$ cat src/rtl/lcd_pkg.sv
// Shared state encodings, command constants and helpers for the HD44780 4-bit nibble transmitter.
package lcd_pkg;

    localparam int STATE_W = 4;

    localparam logic [STATE_W-1:0] ST_IDLE       = 4'd0;
    localparam logic [STATE_W-1:0] ST_SETUP_H    = 4'd1;
    localparam logic [STATE_W-1:0] ST_PULSE_H    = 4'd2;
    localparam logic [STATE_W-1:0] ST_HOLD_H     = 4'd3;
    localparam logic [STATE_W-1:0] ST_SETUP_L    = 4'd4;
    localparam logic [STATE_W-1:0] ST_PULSE_L    = 4'd5;
    localparam logic [STATE_W-1:0] ST_HOLD_L     = 4'd6;
    localparam logic [STATE_W-1:0] ST_WAIT       = 4'd7;
    localparam logic [STATE_W-1:0] ST_INIT_PWR   = 4'd8;
    localparam logic [STATE_W-1:0] ST_INIT_SETUP = 4'd9;
    localparam logic [STATE_W-1:0] ST_INIT_PULSE = 4'd10;
    localparam logic [STATE_W-1:0] ST_INIT_HOLD  = 4'd11;
    localparam logic [STATE_W-1:0] ST_INIT_DLY   = 4'd12;

    localparam logic [7:0] CMD_CLEAR = 8'h01;
    localparam logic [7:0] CMD_HOME  = 8'h02;

    // Power-on nibbles in send order; entry 0 sits in the low nibble.
    localparam logic [15:0] INIT_NIBBLES = 16'h2333;

    // Clear/home (0x01..0x03 with RS=0) need the long execution delay.
    function automatic logic is_long_cmd(input logic rs, input logic [7:0] data);
        return !rs && (data == CMD_CLEAR || data == CMD_HOME || data == (CMD_CLEAR | CMD_HOME));
    endfunction

    function automatic int max2(input int a, input int b);
        return (a > b) ? a : b;
    endfunction

endpackage

$ cat src/rtl/lcd_cmd_fifo.sv
// Synchronous FIFO buffering {RS, byte} writes ahead of the nibble engine.
module lcd_cmd_fifo
    import lcd_pkg::*;
#(
    parameter int WIDTH = 9,
    parameter int DEPTH = 4
)(
    input  logic                     clk,
    input  logic                     rst_n,
    input  logic                     push,
    input  logic [WIDTH-1:0]         wr_data,
    input  logic                     pop,
    output logic [WIDTH-1:0]         rd_data,
    output logic                     full,
    output logic                     empty,
    output logic [$clog2(DEPTH):0]   count
);

    localparam int AW = $clog2(DEPTH);
    localparam int CW = AW + 1;

    logic [WIDTH-1:0] mem [DEPTH];
    logic [AW-1:0]    wr_ptr;
    logic [AW-1:0]    rd_ptr;
    logic             do_push;
    logic             do_pop;

    assign do_push = push && !full;
    assign do_pop  = pop && !empty;
    assign full    = (count == CW'(DEPTH));
    assign empty   = (count == '0);
    assign rd_data = mem[rd_ptr];

    always_ff @(posedge clk) begin
        if (do_push) begin
            mem[wr_ptr] <= wr_data;
        end
    end

    // Pointers wrap naturally because DEPTH is a power of two.
    always_ff @(posedge clk or negedge rst_n) begin
        if (!rst_n) begin
            wr_ptr <= '0;
            rd_ptr <= '0;
            count  <= '0;
        end else begin
            if (do_push) wr_ptr <= wr_ptr + AW'(1);
            if (do_pop)  rd_ptr <= rd_ptr + AW'(1);
            case ({do_push, do_pop})
                2'b10:   count <= count + CW'(1);
                2'b01:   count <= count - CW'(1);
                default: count <= count;
            endcase
        end
    end

endmodule

$ cat src/rtl/lcd_nibble_tx.sv
// HD44780 4-bit write engine: FIFO-buffered {RS, byte} writes sent as timed nibble pairs.
// Define LCD_INIT_SEQ_EN to add the power-on 0x3/0x3/0x3/0x2 init sequence.
module lcd_nibble_tx
    import lcd_pkg::*;
#(
    parameter int E_LOW_CYC     = 1,
    parameter int E_HIGH_CYC    = 2,
    parameter int CMD_WAIT_CYC  = 40,
    parameter int LONG_WAIT_CYC = 1600,
    parameter int INIT_WAIT_CYC = 15000,
    parameter int FIFO_DEPTH    = 4
)(
    input  logic       CLK,
    input  logic       RST_N,
    input  logic       IN_VALID,
    output logic       IN_READY,
    input  logic       IN_RS,
    input  logic [7:0] IN_DATA,
    output logic       RS,
    output logic       E,
    output logic       D4,
    output logic       D5,
    output logic       D6,
    output logic       D7,
    output logic       BUSY,
    output logic       INIT_DONE
);

    // state         | meaning
    // IDLE          | waiting for a queued byte; pops it into hold_q
    // SETUP_H/L     | RS and nibble driven, E low
    // PULSE_H/L     | E high, RS/D stable
    // HOLD_H/L      | E low again, RS/D stable
    // WAIT          | execution delay (long for clear/home)
    // INIT_PWR      | power-on delay before init nibbles
    // INIT_SETUP..  | single-nibble setup/pulse/hold of the init table
    // INIT_DLY      | delay after each init nibble

    localparam int MAX_CYC = max2(max2(max2(E_LOW_CYC, E_HIGH_CYC), max2(CMD_WAIT_CYC, LONG_WAIT_CYC)),
                                  INIT_WAIT_CYC);
    localparam int CNT_W   = $clog2(MAX_CYC) + 1;
    localparam int FCW     = $clog2(FIFO_DEPTH) + 1;

    localparam logic [CNT_W-1:0] LOAD_E_LOW  = CNT_W'(E_LOW_CYC - 1);
    localparam logic [CNT_W-1:0] LOAD_E_HIGH = CNT_W'(E_HIGH_CYC - 1);
    localparam logic [CNT_W-1:0] LOAD_CMD    = CNT_W'(CMD_WAIT_CYC - 1);
    localparam logic [CNT_W-1:0] LOAD_LONG   = CNT_W'(LONG_WAIT_CYC - 1);
`ifdef LCD_INIT_SEQ_EN
    localparam logic [STATE_W-1:0] ST_RESET  = ST_INIT_PWR;
    localparam logic [CNT_W-1:0]   CNT_RESET = CNT_W'(INIT_WAIT_CYC - 1);
`else
    localparam logic [STATE_W-1:0] ST_RESET  = ST_IDLE;
    localparam logic [CNT_W-1:0]   CNT_RESET = '0;
`endif

    logic [STATE_W-1:0] state_q, state_nxt;
    logic [CNT_W-1:0]   cnt_q, cnt_load;
    logic               timer_done;
    logic [8:0]         hold_q;
    logic               init_done_q;

    logic               fifo_push, fifo_pop, fifo_full, fifo_empty;
    logic [8:0]         fifo_rd;
    logic [FCW-1:0]     fifo_count, fifo_cnt_nxt;

    logic               rs_q, e_q, busy_q;
    logic [3:0]         d_q;
    logic               rs_nxt, e_nxt, busy_nxt;
    logic [3:0]         d_nxt;

    assign fifo_push    = IN_VALID && !fifo_full;
    assign fifo_cnt_nxt = fifo_count + FCW'(fifo_push) - FCW'(fifo_pop);
    assign timer_done   = (cnt_q == '0);

    lcd_cmd_fifo #(
        .WIDTH (9),
        .DEPTH (FIFO_DEPTH)
    ) u_fifo (
        .clk     (CLK),
        .rst_n   (RST_N),
        .push    (fifo_push),
        .wr_data ({IN_RS, IN_DATA}),
        .pop     (fifo_pop),
        .rd_data (fifo_rd),
        .full    (fifo_full),
        .empty   (fifo_empty),
        .count   (fifo_count)
    );

    always_ff @(posedge CLK or negedge RST_N) begin
        if (!RST_N) begin
            state_q <= ST_RESET;
        end else begin
            state_q <= state_nxt;
        end
    end

    // One down-counter shared by every timed state, reloaded on each state entry.
    always_ff @(posedge CLK or negedge RST_N) begin
        if (!RST_N) begin
            cnt_q <= CNT_RESET;
        end else if (state_nxt != state_q) begin
            cnt_q <= cnt_load;
        end else if (!timer_done) begin
            cnt_q <= cnt_q - CNT_W'(1);
        end
    end

    always_ff @(posedge CLK or negedge RST_N) begin
        if (!RST_N) begin
            hold_q <= '0;
        end else if (fifo_pop) begin
            hold_q <= fifo_rd;
        end
    end

`ifdef LCD_INIT_SEQ_EN
    logic [1:0] init_idx_q;

    always_ff @(posedge CLK or negedge RST_N) begin
        if (!RST_N) begin
            init_idx_q  <= '0;
            init_done_q <= 1'b0;
        end else if (state_q == ST_INIT_DLY && timer_done) begin
            init_idx_q <= init_idx_q + 2'd1;
            if (init_idx_q == 2'd3) init_done_q <= 1'b1;
        end
    end
`else
    always_ff @(posedge CLK or negedge RST_N) begin
        if (!RST_N) begin
            init_done_q <= 1'b0;
        end else begin
            init_done_q <= 1'b1;
        end
    end
`endif

    always_comb begin
        state_nxt = state_q;
        fifo_pop  = 1'b0;
        case (state_q)
            ST_IDLE: begin
                if (!fifo_empty && init_done_q) begin
                    fifo_pop  = 1'b1;
                    state_nxt = ST_SETUP_H;
                end
            end
            ST_SETUP_H: if (timer_done) state_nxt = ST_PULSE_H;
            ST_PULSE_H: if (timer_done) state_nxt = ST_HOLD_H;
            ST_HOLD_H:  if (timer_done) state_nxt = ST_SETUP_L;
            ST_SETUP_L: if (timer_done) state_nxt = ST_PULSE_L;
            ST_PULSE_L: if (timer_done) state_nxt = ST_HOLD_L;
            ST_HOLD_L:  if (timer_done) state_nxt = ST_WAIT;
            ST_WAIT:    if (timer_done) state_nxt = ST_IDLE;
`ifdef LCD_INIT_SEQ_EN
            ST_INIT_PWR:   if (timer_done) state_nxt = ST_INIT_SETUP;
            ST_INIT_SETUP: if (timer_done) state_nxt = ST_INIT_PULSE;
            ST_INIT_PULSE: if (timer_done) state_nxt = ST_INIT_HOLD;
            ST_INIT_HOLD:  if (timer_done) state_nxt = ST_INIT_DLY;
            ST_INIT_DLY: begin
                if (timer_done) state_nxt = (init_idx_q == 2'd3) ? ST_IDLE : ST_INIT_SETUP;
            end
`endif
            default: state_nxt = ST_IDLE;
        endcase
    end

    always_comb begin
        cnt_load = '0;
        case (state_nxt)
            ST_SETUP_H, ST_HOLD_H, ST_SETUP_L, ST_HOLD_L,
            ST_INIT_SETUP, ST_INIT_HOLD:       cnt_load = LOAD_E_LOW;
            ST_PULSE_H, ST_PULSE_L, ST_INIT_PULSE: cnt_load = LOAD_E_HIGH;
            ST_WAIT: cnt_load = is_long_cmd(hold_q[8], hold_q[7:0]) ? LOAD_LONG : LOAD_CMD;
`ifdef LCD_INIT_SEQ_EN
            ST_INIT_DLY: cnt_load = (init_idx_q == 2'd0) ? LOAD_LONG : LOAD_CMD;
`endif
            default: cnt_load = '0;
        endcase
    end

    // Outputs are computed from the next state and registered, so pads never glitch.
    always_comb begin
        e_nxt    = (state_nxt == ST_PULSE_H) || (state_nxt == ST_PULSE_L) ||
                   (state_nxt == ST_INIT_PULSE);
        rs_nxt   = rs_q;
        d_nxt    = d_q;
        busy_nxt = (state_nxt != ST_IDLE) || (fifo_cnt_nxt != '0);
        if (state_nxt != state_q) begin
            case (state_nxt)
                ST_SETUP_H: begin
                    rs_nxt = fifo_rd[8];
                    d_nxt  = fifo_rd[7:4];
                end
                ST_SETUP_L: begin
                    rs_nxt = hold_q[8];
                    d_nxt  = hold_q[3:0];
                end
`ifdef LCD_INIT_SEQ_EN
                ST_INIT_SETUP: begin
                    rs_nxt = 1'b0;
                    d_nxt  = INIT_NIBBLES[{init_idx_q, 2'b00} +: 4];
                end
`endif
                default: ;
            endcase
        end
    end

    always_ff @(posedge CLK or negedge RST_N) begin
        if (!RST_N) begin
            rs_q   <= 1'b0;
            e_q    <= 1'b0;
            d_q    <= '0;
            busy_q <= 1'b0;
        end else begin
            rs_q   <= rs_nxt;
            e_q    <= e_nxt;
            d_q    <= d_nxt;
            busy_q <= busy_nxt;
        end
    end

    assign IN_READY  = !fifo_full;
    assign RS        = rs_q;
    assign E         = e_q;
    assign D4        = d_q[0];
    assign D5        = d_q[1];
    assign D6        = d_q[2];
    assign D7        = d_q[3];
    assign BUSY      = busy_q;
    assign INIT_DONE = init_done_q;

endmodule

$ cat config.mk
export PLATFORM = sky130hd
export DESIGN_NAME = lcd_nibble_tx
export DESIGN_NICKNAME = d
export VERILOG_FILES = /design/src/rtl/lcd_pkg.sv /design/src/rtl/lcd_cmd_fifo.sv /design/src/rtl/lcd_nibble_tx.sv
export SDC_FILE = /design/constraint.sdc
export NUM_CORES = 1
export LEC_CHECK = 0
export BUFFER_PORTS_ARGS = -buffer_cell sky130_fd_sc_hd__buf_4
export CAP_MARGIN = 20
export CORE_ASPECT_RATIO = 1.1
export CORE_MARGIN = 1.5
export CORE_UTILIZATION = 65
export CTS_CLUSTER_DIAMETER = 120
export DETAILED_ROUTE_END_ITERATION = 10
export PLACE_DENSITY = 0.84
export SETUP_SLACK_MARGIN = 0.1
export SYNTH_ARGS = -nofsm -noshare
export SYNTH_HDL_FRONTEND = slang
export SYNTH_HIERARCHICAL = 1
export SYNTH_SLANG_ARGS = --single-unit
$ cat constraint.sdc
create_clock -name CLK -period 6.9 [get_ports CLK]
set_clock_uncertainty 0.1 [all_clocks]
set_input_delay 0.345 -clock CLK [delete_from_list [all_inputs] [get_ports CLK]]
set_output_delay 0.345 -clock CLK [all_outputs]
set_load 0.03 [all_outputs]
Word-level counts from Yosys, hierarchy flattened. Memory sizes are Yosys's and may differ from the RTL's. Index checks and enable logic that the tools add are counted. Widths: inputs -> output; s select.

Bits of input ports: 12. Word-level logic and storage cells: 82. Memories kept: 1. RAM bits: 36. Register bits: 43. Output and inout port bits: 9.

Equality and inequality tests: 21. Add/subtract/negate cells: 7. Reduce and logical (&&, ||, !) cells: 22. Mux-type cells: 20.

Memory list: u_fifo.mem (words 4, bits a word 9, rd ports 1, clocked after memory_dff 0, wr ports 1, RTL line lcd_cmd_fifo.sv:22) `logic [WIDTH-1:0] mem [DEPTH];`.

Operator list (count): $mux 4 (8); $pmux 4 s8 (1); $mux 15 (2); $eq 4x3->1 const B (7); $pmux 11 s2 (1); $eq 8x2->1 const B (2); $logic_not 15->1 (1); $sub 15x1->15 const B (1); $eq 4x2->1 const B (3); $mux 11 (1); $eq 4x1->1 const B (2); $eq 8x1->1 const B (1); $pmux 4 s2 (1); $pmux 3 s2 (1); $logic_and 1x1->1 (5); $logic_or 1x1->1 (5); $add 2x1->2 const B (2); $eq 4x4->1 const B (1); $logic_not 4->1 (1); $mux 1 (4); $ne 4x4->1 (1); $reduce_bool 2->1 (2); $reduce_bool 4->1 (1); $add 3x1->3 (1); 13 further kinds (15).

Depth between registers and ports, before layout.
Depth in word-level cells: 9. Depth in mapped cells: 11. Mapped depth without buffers: 11.

Modules after synthesis. Netlist, hierarchy kept.

Modules (own cells, without submodules): lcd_nibble_tx (area each 1946.9 um2, cells each 206, times used 1, seq. area each 900.9 um2); lcd_cmd_fifo (area each 1739.2 um2, cells each 84, times used 1, seq. area each 1256.2 um2).

Least setup slack after synthesis. Ideal clock, no wire load.

Path type: reg2reg. Start point: register u_fifo.count[0]. End point: register busy_q (netlist: BUSY). Buffers on the path: 0. Cell stages (with the launch flop): 11. Setup time: 0.138 ns. Setup slack: 4.151 ns. Arrival time: 2.510 ns. Required time: 6.662 ns. Period minus slack after synthesis: 2.749 ns. Cell sequence: dfrtp_1 -> nor3_1 -> nor2b_1 -> nand3_1 -> clkinv_1 -> ha_1 -> inv_1 -> ha_1 -> fa_1 -> xnor2_1 -> or4_1.

Word-level cells in the longest chain between the ends: 8. Elaborated cells between the ends (all ways): 15. Those cells by class: 2 x add/sub; 1 x eq/ne; 4 x mux; 8 x reduce/logical.

Ends and longest elaborated chain: from (decl) (RTL line lcd_cmd_fifo.sv:16) `output logic [$clog2(DEPTH):0] count`; from (signal assigned) (RTL line lcd_cmd_fifo.sv:50) `2'b10: count <= count + CW'(1);`; from (signal assigned) (RTL line lcd_cmd_fifo.sv:51) `2'b01: count <= count - CW'(1);`; from (signal assigned) (RTL line lcd_cmd_fifo.sv:52) `default: count <= count;`; $logic_not 3->1 (RTL line lcd_cmd_fifo.sv:31) `assign empty = (count == '0);`; via fifo_empty (RTL line lcd_nibble_tx.sv:62) `logic fifo_push, fifo_pop, fifo_full, fifo_empty;`; $logic_not 1->1 (RTL line lcd_nibble_tx.sv:144) `if (!fifo_empty && init_done_q) begin`; $logic_and 1x1->1 (RTL line lcd_nibble_tx.sv:144); $mux 1 (RTL line lcd_nibble_tx.sv:144); $mux 1 (RTL line lcd_nibble_tx.sv:142) `case (state_q)`; via fifo_pop (RTL line lcd_nibble_tx.sv:62); $sub 3x1->3 (RTL line lcd_nibble_tx.sv:72) `assign fifo_cnt_nxt = fifo_count + FCW'(fifo_push) - FCW'(fifo_pop);`; $reduce_bool 3->1 (RTL line lcd_nibble_tx.sv:189) `busy_nxt = (state_nxt != ST_IDLE) || (fifo_cnt_nxt != '0);`; $logic_or 1x1->1 (RTL line lcd_nibble_tx.sv:189); via busy_nxt (RTL line lcd_nibble_tx.sv:68) `logic rs_nxt, e_nxt, busy_nxt;`; to (signal assigned) (RTL line lcd_nibble_tx.sv:221) `busy_q <= busy_nxt;`; to (decl) (RTL line lcd_nibble_tx.sv:66) `logic rs_q, e_q, busy_q;`.

The timed path passes the listed nets, and every way through them passes these cells. A chain may end at the register's enable or synchronous reset.

Final worst setup path.
Start point: register u_fifo.count[1]. End point: register busy_q (netlist: BUSY).

Same word-level chain as after synthesis.

==> impl_metrics.yaml <==
run_status:
  outcome: "completed"
critical_path:
  path_max_fanout: 12
  worst-setup-path-type: "reg -> reg"
  start_kind: "flop"
  arrival_ns: 3.48
  crit_chain: "nor3_1 -> nor2b_1 -> nand3_1 -> clkinv_1 -> ha_1 -> inv_1 -> ha_1 -> fa_1 -> xnor2_1 -> or4_1"
  cp.required_ns: 7.02
  reg2reg_slack_ns: 3.53
  critPathMaxStageDelay_ns: 0.47
  cp_common_cell: "ha_1"
  r2r-end: "BUSY"
  cp_slowest_cell: "dfrtp_1"
  rr_worst_depth: 10
  r2r_start: "u_fifo/count[1]"
  worst_setup_path_end_kind: "flop"
detailed_routing:
  met1_length_microns: 2610
  routed_wl_microns: 6150
  wl_met2_microns: 3250
  drt_iter0_drc: 132
  ant_nets: 0
  num_vias: 2199
  drcViolationCount: 0
  wl_met3_microns: 170
  firstDrtPassIters: 4
  routed_via_density: 5.61
  dr.max_layer_used: "met4"
  wl_per_cell_microns: 15.7
grt:
  track_usage_pct: 23.1
  grt_overflow: 0
  first_global_vias: 2184
  grt_max_degree: 44
  grt_first_pass_wirelength_microns: 10200
  grt_antenna_before_repair: 0
clocking:
  cts_buffers: 9
  postCtsSetupBuffers: 0
  clock-sinks: 79
  clkTransAtPathRegs_ns: 0.08
  clock_path_buffers: 2
  cts_tree: "built"
  clk-insertion-delay-late_ns: 0.35
  h-tree-depth: 3
  root_buffer: "clkbuf_8"
placement:
  port_buffers: 20
  dpl.cell_count: 375
  gp_congestion: 0.811
  place_ws_ns: 3.55
  dp_hpwl_microns: 4340
pwr:
  p_sw_mw: 0.743
  vdd_drop_max_mv: 0.247
  leakagePower_nw: 1.65
  p_comb_share_pct: 42.3
  pwr-share-clk_pct: 15.8
  internal_power_mw: 1.13
  total_power_mw: 1.88
  switching_share_pct: 39.6
  power_frac_seq_pct: 41.9
  p_per_area_mw_per_mm2: 463
yosys:
  syn_area_sq_mm: 0.00369
  ys_seq_elements: 79
  ys_types: 52
  avgSynthCellArea_sq_um: 12.7
  synth_fp_nets: 312
  ys_async_sr_fraction_pct: 54.4
  ys_seq_area_share_pct: 58.5
  ys_warn_count: 6
  syn_inst: 290
  synth_ff_type: "dfrtp_1"
  synth-edff-count: 36
floorplanning:
  floorplan.die.width_microns: 74.8
  fp.dieH_microns: 82.0
  core_area_sq_mm: 0.00543
  ioPinCount: 21
  initial_core_util_pct: 67.9
  rows: 28
  dieArea_sq_mm: 0.00613
layout:
  area_growth_pct: 10.1
  drive_gt1_share_pct: 19.9
  final_cells: 392
  nets: 334
  fillCellCount: 349
  n_antenna_cell: 0
  layout_common_cells: "43 x dfrtp_1, 43 x nand2_1, 36 x edfxtp_1"
timing:
  fin_crit_sh_pct: 48.8
  finalHoldViolCount: 0
  setup_viol: 0
  fin_crit_ns: 3.37
  rsz0062_at_grt: "no"
  worst_slew_pin_slew_ns: 0.955
  fin_tns_setup_ns: 0
  worst_slack_ns: 3.53
  drv_slew: 0
  clock.fmax_mhz: 297
  timing.slew.headroom_pct: 35.9
worst_hold_path:
  hold-path-cell-count: 1
  hp-start: "IN_RS"
  holdCritPathClass: "in -> reg"
  min_delay_worst_endpoint: "u_fifo/mem[1][8]"
run:
  drv_cap: 0
-- kinds of logic after synthesis --
group / after synthesis / synth area share, %
AND/OR/NAND/NOR: 106 / 15.9
other: 2 / 0.204
adder cells (fa/ha/maj): 10 / 3.80
flip-flops: 79 / 58.5
AO/OA/AOI/OAI: 35 / 6.65
buffers and inverters: 24 / 2.89
multiplexers: 13 / 7.06
XOR/XNOR: 21 / 4.99
-- cell type report --
cell class | instances | area, sq um | area share [%]
multi-input combinational | 187 | 1420 | 35.0
clock buffer | 9 | 124 | 3.05
inverter | 14 | 52.6 | 1.29
timing repair buffer | 21 | 160 | 3.95
tap | 75 | 93.8 | 2.31
sequential | 79 | 2160 | 53.1
clock inverter | 7 | 48.8 | 1.20
-- worst max-delay path by stage --
stage / to / slack (ns) / start / cells past startpoint
after floorplan: BUSY / 4.15 / u_fifo/count[0] / 10
after global placement: BUSY / 3.66 / u_fifo/count[0] / 10
after detailed placement: BUSY / 3.55 / u_fifo/count[0] / 10
after CTS: BUSY / 3.55 / u_fifo/count[0] / 10
after global routing: BUSY / 3.34 / u_fifo/count[0] / 10
final: BUSY / 3.53 / u_fifo/count[1] / 10
-- critical path, delay by kind of cell (launching register included) --
kind	cells	cell delay [ns]
simple gates	4	1.14
xor+xnor	1	0.15
flops	1	0.47
fa+ha+maj	3	0.95
buf+inv	2	0.42
-- power by group through the flow --
| stage | logic [mW] | registers (mW) | clock network, mW |
|---|---|---|---|
| after floorplan | 0.658 | 0.767 | 0 |
| after global placement | 0.776 | 0.786 | 0 |
| after detailed placement | 0.798 | 0.796 | 0 |
| after CTS | 0.806 | 0.787 | 0.302 |
| after global routing | 0.892 | 0.806 | 0.322 |
| final | 0.794 | 0.786 | 0.297 |
-- what timing repair did --
action	4_1_cts	5_1_grt
endpoints found under the hold margin	43	0
gates resized for setup	0	0
hold buffers	1	0
-- synthesized netlist by cell type, types with 2 or more instances --
| cell type | n | area [sq um] |
|---|---|---|
| nor2_1 | 20 | 75.1 |
| and2_2 | 4 | 30.0 |
| nor2b_1 | 4 | 25.0 |
| inv_1 | 13 | 48.8 |
| nor4_1 | 4 | 25.0 |
| a21oi_1 | 10 | 50.1 |
| a2bb2oi_1 | 6 | 52.6 |
| clkbuf_1 | 3 | 11.3 |
| xor2_1 | 7 | 61.3 |
| ha_1 | 8 | 100 |
| edfxtp_1 | 36 | 1080 |
| nor3_2 | 2 | 20.0 |
| xnor2_1 | 14 | 123 |
| nand4_2 | 2 | 25.0 |
| dfrtp_1 | 43 | 1080 |
| nand3_1 | 2 | 10.0 |
| nand2b_1 | 3 | 18.8 |
| nor3_1 | 9 | 45.0 |
| a211oi_1 | 2 | 15.0 |
| mux4_2 | 9 | 203 |
| conb_1 | 2 | 7.51 |
| mux2i_1 | 2 | 20.0 |
| buf_2 | 4 | 20.0 |
| or3_1 | 2 | 12.5 |
| nand2_1 | 43 | 161 |
| fa_1 | 2 | 40.0 |
| nor4_4 | 2 | 42.5 |
| o21ai_1 | 4 | 20.0 |
| o22ai_1 | 5 | 31.3 |
-- flip-flops by register name (all words and copies together) (netlist names) --
register	count
state_q	4
INIT_DONE	1
hold_q	9
u_fifo/count	3
cnt_q	15
BUSY	1
u_fifo/mem	36
E	1
u_fifo/rd_ptr	2
u_fifo/wr_ptr	2
d_q	4
RS	1
-- routing by layer --
metal | vias to the layer above | GRT usage, %
met1 | 1076 | 28.2
li1 | 1077 | -
met3 | 7 | 4.54
met2 | 39 | 39.5
met4 | 0 | 11.1
met5 | - | 0
-- stage by stage --
step / utilization, % / area (sq um) / hold slack (ns)
after floorplan: - / 3690 / -0.0506
after global placement: 71.4 / 3880 / 0.263
after detailed placement: 71.4 / 3880 / 0.262
after CTS: 74.7 / 4060 / 0.0829
after global routing: 74.7 / 4060 / 0.0860
final: 74.7 / 4060 / 0.0934
Note: power is estimated with default switching activity, not from simulation.
